<file path="config.mk">
export PLATFORM = sky130hd
export DESIGN_NAME = cla_multiword_seq
export DESIGN_NICKNAME = d
export VERILOG_FILES = /design/src/rtl/cla_pkg.sv /design/src/rtl/cla_5bit.sv /design/src/rtl/cla_multiword_seq.sv
export SDC_FILE = /design/constraint.sdc
export NUM_CORES = 1
export LEC_CHECK = 0
export ABC_AREA = 0
export CAP_MARGIN = 20
export CORE_UTILIZATION = 51
export DETAILED_ROUTE_END_ITERATION = 7
export HOLD_SLACK_MARGIN = 0.15
export PLACE_DENSITY = 0.8
export SYNTH_ARGS = -nofsm -noshare
export SYNTH_HDL_FRONTEND = slang
export SYNTH_SLANG_ARGS = --single-unit
</file>
<file path="constraint.sdc">
create_clock -name clk -period 2.3 [get_ports clk]
set_input_delay 0.69 -clock clk [delete_from_list [all_inputs] [get_ports clk]]
set_output_delay 0.69 -clock clk [all_outputs]
set_load 0.005 [all_outputs]
</file>
<file path="src/rtl/cla_pkg.sv">
// Shared definitions for the multi-word CLA sequencer.
//   CHUNK_W         : width of one adder chunk.
//   cla_seq_state_t : sequencer FSM state encoding.
package cla_pkg;

  localparam int CHUNK_W = 5;

  typedef enum logic [1:0] {
    IDLE = 2'd0,
    RUN  = 2'd1,
    DONE = 2'd2
  } cla_seq_state_t;

endpackage

</file>
<file path="src/rtl/cla_5bit.sv">
// 5-bit carry lookahead adder chunk.
//   a, b : 5-bit addends
//   cin  : carry in
//   sum  : 5-bit sum
//   cout : carry out of bit 4
module cla_5bit
  import cla_pkg::*;
(
  input  logic [CHUNK_W-1:0] a,
  input  logic [CHUNK_W-1:0] b,
  input  logic               cin,
  output logic [CHUNK_W-1:0] sum,
  output logic               cout
);

  logic [CHUNK_W-1:0] g, p;
  logic [CHUNK_W:0]   c;
  logic               prod;

  assign g = a & b;
  assign p = a ^ b;

  // Every carry is a flat sum of products over the generate/propagate terms,
  // so no carry depends on a lower carry (no ripple chain).
  // Term j=0 is cin; term j>0 is g[j-1]; each is qualified by the propagates
  // between its source bit and bit i.
  always_comb begin
    c    = '0;
    prod = 1'b0;
    c[0] = cin;
    for (int i = 1; i <= CHUNK_W; i++) begin
      for (int j = 0; j <= i; j++) begin
        if (j < i) begin
          prod = (j == 0) ? cin : g[j-1];
          for (int k = j; k < i; k++) begin
            prod = prod & p[k];
          end
          c[i] = c[i] | prod;
        end
      end
      c[i] = c[i] | g[i-1];
    end
  end

  assign sum  = p ^ c[CHUNK_W-1:0];
  assign cout = c[CHUNK_W];

endmodule

</file>
<file path="src/rtl/cla_multiword_seq.sv">
// Multi-word adder built around one shared 5-bit CLA; one chunk per cycle,
// LSB chunk first, carry chained through a register.
//   clk, rst            : clock, synchronous active-high reset
//   in_valid/in_ready   : operand handshake (in_a, in_b, in_cin)
//   out_valid/out_ready : result handshake (out_sum, out_cout)
//   busy                : operation in progress or result pending
module cla_multiword_seq
  import cla_pkg::*;
#(
  parameter int NCHUNK = 4
) (
  input  logic                      clk,
  input  logic                      rst,
  input  logic                      in_valid,
  output logic                      in_ready,
  input  logic [CHUNK_W*NCHUNK-1:0] in_a,
  input  logic [CHUNK_W*NCHUNK-1:0] in_b,
  input  logic                      in_cin,
  output logic                      out_valid,
  input  logic                      out_ready,
  output logic [CHUNK_W*NCHUNK-1:0] out_sum,
  output logic                      out_cout,
  output logic                      busy
);

  localparam int W  = CHUNK_W * NCHUNK;
  localparam int CW = (NCHUNK > 1) ? $clog2(NCHUNK) : 1;

  cla_seq_state_t     state, state_nxt;
  logic [W-1:0]       a_sh, b_sh, res_nxt;
  logic               carry;
  logic [CW-1:0]      cnt;
  logic [CHUNK_W-1:0] sum5;
  logic               cout5;
  logic               last;

  cla_5bit u_cla (
    .a    (a_sh[CHUNK_W-1:0]),
    .b    (b_sh[CHUNK_W-1:0]),
    .cin  (carry),
    .sum  (sum5),
    .cout (cout5)
  );

  // New chunk enters at the top; after NCHUNK steps chunk 0 sits at the bottom.
  generate
    if (NCHUNK == 1) begin : g_one
      assign res_nxt = sum5;
    end else begin : g_multi
      assign res_nxt = {sum5, out_sum[W-1:CHUNK_W]};
    end
  endgenerate

  assign last     = (cnt == CW'(NCHUNK - 1));
  assign in_ready = (state == IDLE) && !rst;
  assign busy     = (state != IDLE);

  always_comb begin
    state_nxt = state;
    case (state)
      IDLE:    if (in_valid && in_ready) state_nxt = RUN;
      RUN:     if (last) state_nxt = DONE;
      DONE:    if (out_ready) state_nxt = IDLE;
      default: state_nxt = IDLE;
    endcase
  end

  always_ff @(posedge clk) begin
    if (rst) begin
      state     <= IDLE;
      out_valid <= 1'b0;
      out_sum   <= '0;
      out_cout  <= 1'b0;
      cnt       <= '0;
      carry     <= 1'b0;
      a_sh      <= '0;
      b_sh      <= '0;
    end else begin
      state <= state_nxt;
      case (state)
        IDLE: begin
          if (in_valid) begin
            a_sh  <= in_a;
            b_sh  <= in_b;
            carry <= in_cin;
            cnt   <= '0;
          end
        end
        RUN: begin
          a_sh    <= a_sh >> CHUNK_W;
          b_sh    <= b_sh >> CHUNK_W;
          out_sum <= res_nxt;
          carry   <= cout5;
          cnt     <= cnt + CW'(1);
          if (last) begin
            out_valid <= 1'b1;
            out_cout  <= cout5;
          end
        end
        DONE: begin
          if (out_ready) out_valid <= 1'b0;
        end
        default: ;
      endcase
    end
  end

endmodule

</file>
==> results of run 1 <==
## stage by stage
step	cell area, sq um	hold WS, ns	utilization, %
4_1_cts	4120	0.462	68.0
3_5_place_dp	3960	0.452	65.4
3_3_place_gp	3960	0.440	65.4
6_report	4120	0.457	68.0
5_1_grt	4120	0.478	68.0
2_1_floorplan	3290	0.444	-
## cell type report
cell class,count,area share (%)
clock buffers,12,3.52
clock inverters,3,0.364
inverters,3,0.273
multi-input cells,311,42.4
flip-flops and latches,67,32.6
well taps,75,2.28
repair buffers,80,18.6
## metal layers
layer	vias up	track usage [%]	share of wire, %
li1	1476	-	-
met1	1307	25.5	45
met2	67	39.0	49
met4	0	10.4	1.9
met3	12	4.07	4.2
met5	-	0	0
## path summary, 6_finish.rpt
path                   start         end  cells after the start
setup / recovery    state[0]    in_ready                      3
hold / removal    out_sum[3]  out_sum[3]                      2
setup reg to reg    state[0]    out_cout                      4
hold reg to reg   out_sum[3]  out_sum[3]                      2
## power groups by stage
stage | combinational (mW) | sequential, mW | clock, mW
detailed placement | 0.495 | 1.31 | 0
global route | 0.557 | 1.29 | 0.899
finish | 0.496 | 1.28 | 0.836
CTS | 0.500 | 1.28 | 0.847
floorplan | 0.344 | 1.30 | 0
global placement | 0.485 | 1.31 | 0
## cells in the mapped netlist (2+ instances only)
cell       number
buf_6           6
dfxtp_1        67
inv_1           3
nor2_2          2
nor3_2         29
nand2_1        36
buf_2          13
nor2b_1        32
a211oi_1        2
a21o_1          2
nor3_1          2
o21ai_0         3
a21oi_1        52
ha_1            7
a2bb2oi_1       3
nand3_1         2
nor2_1        109
a22oi_1        12
clkbuf_1       10
buf_4           3
nor3b_1         2
## logic make-up after synthesis
| logic type | count (synthesis) | share of synthesized area [%] |
|---|---|---|
| AOI/OAI and AO/OA | 81 | 15.0 |
| xor gates and xnor gates | 1 | 0.266 |
| adders and majority gates | 8 | 3.27 |
| buffers and inverters | 35 | 6.20 |
| DFF | 67 | 40.8 |
| muxes | 1 | 0.304 |
| and+or+nand+nor | 220 | 34.2 |
## critical path, stage by stage (launching register included)
cell             delay, ns
dfxtp_2               0.32
or2_4                 0.27
nor2_1                0.09
clkdlybuf4s50_1       0.50
## registers in the layout, indices dropped and copies added, names as in the netlist
register and count:
out_sum 20, out_cout 1, state 2, out_valid 1, cnt 2, carry 1
b_sh 20, a_sh 20
==> qor.txt, run 1 <==
Run status: completed
Post_cts resized: 1
Initial drt markers: 89
Slew of the pin with the lowest slew margin: 0.839 ns
Ys Warns: 0
Die height: 82.3 um
Worst EP required: 1.61 ns
Seq/Total Area, Yosys: 40.8%
Initial Util: 54.3%
Commonest non-fill, non-tap cell in the layout: nor2_1
Synth Net Count: 466
Sequential Power Share: 49.1%
Worst EP arrival: 1.52 ns
Pre-CTS setup slack: 0.0705 ns
Final net count: 525
PD cells: 634 nW/um^2
CTS Buffer Depth: 2
# Max-Cap Violations: 0
Sequential Area: 1340 sq um
Crit Path Category: reg -> out
DRT antenna net count: 0
First-pass GRT wire length: 11400 um
Commonest non-fill, non-tap cells in the layout: nor2_1 (109), clkdlybuf4s50_1 (67), dfxtp_1 (66), a21oi_1 (52), nand2_1 (36)
Fill cell count: 544
CTS Buf Count: 9
Total power: 2.61 mW
Routability cong.: 0.763
Area Overhead vs Synth: 25.3%
Layout cell share with drive strength beyond 1: 13.7%
Cells after DPL: 536
Row cnt: 28
Sw Share: 27.5%
Fmax: 452 MHz
Critical path peak fanout: 3
Pins Over Slew Limit: 0
Post-synthesis register bit count: 67
Cells after Synth: 413
Peak VDD IR: 364 uV
Drt via density: 5.19
Yosys cell types: 37
IO Count: 69
Chip width: 82.3 um
Initial antenna violation count: 0
Root buffer cell: clkbuf_8
Leak Pwr: 1.63 nW
Total die area: 6780 sq um
Biggest area consumer among synthesized cells: dfxtp_1
Non-filler cells, final: 551
Ranking of synthesized cells by area: dfxtp_1 (41%), nor2_1 (12%), nor3_2 (8.8%)
Gr usage total: 22.0%
Setup TNS: 0 ns
Total number of vias: 2862
Setup bufs post-CTS: 0
Final WL: 6800 um
Final hold vios: 0
Tightest Hold Check Type: reg -> reg
Internal power: 1.90 mW
Clock Skews: 0.00814 ns
Port Buffers: 68
Skew-Pair Late Insertion Delay: 0.35 ns
Ys flop type: dfxtp_1
Worst setup EP type: output pin
Final period utilization: 96.2%
Vias in the first global route: 2659
Clock network fraction of design power: 32.0%
Drt drc: 0
Comb pwr share: 19.0%
CTS hold repair buffers: 0
Multi-input combinational cell area: 1750 sq um
Slew headroom: 44.1%
H-Tree Depth: 3
Syn Std Cell Area: 3290 sq um
Clock transition at the registers of the reported paths: 0.07 ns
Largest net degree at the start of global routing: 70
Post-synth EDFFs: 0
CP Launch Type: flop
Switching power: 0.719 mW
TritonCTS clock tree: built
GR Overflow Total: 0
Wire length per cell: 12.3 um
Syn Area/Cell: 7.97 sq um
RSZ-0062 raised after global routing: no
Top cell type's share of synthesized area: 40.8%
Clock Sinks: 67
Hpwl dp: 4620 um
Reg-to-reg slack, setup: 0.29 ns
Final setup margin: 0.0868 ns
Placeable Area: 6060 sq um
Post-synth ARST share: 0%
Setup Viol. Count Final: 0
DR pass1 iterations: 7
N_diodes: 0
Tmin final: 2.21 ns
Note: power is estimated with default switching activity, not from simulation.
==> run 2: changes to the inputs <==
--- a/config.mk
+++ b/config.mk
@@ -8,6 +8,7 @@
 export ABC_AREA = 0
 export CAP_MARGIN = 20
 export CORE_UTILIZATION = 51
+export CTS_CLUSTER_DIAMETER = 100
 export DETAILED_ROUTE_END_ITERATION = 7
 export HOLD_SLACK_MARGIN = 0.15
 export PLACE_DENSITY = 0.8
==> results of run 2 <==
The final DEF is identical to that of run 1; final timing and power are the same.
==> run 3: changes to the inputs <==
--- a/config.mk
+++ b/config.mk
@@ -15,3 +15,4 @@
 export SYNTH_ARGS = -nofsm -noshare
 export SYNTH_HDL_FRONTEND = slang
 export SYNTH_SLANG_ARGS = --single-unit
+export TNS_END_PERCENT = 20
==> results of run 3 <==
The final DEF is identical to that of run 1; final timing and power are the same.
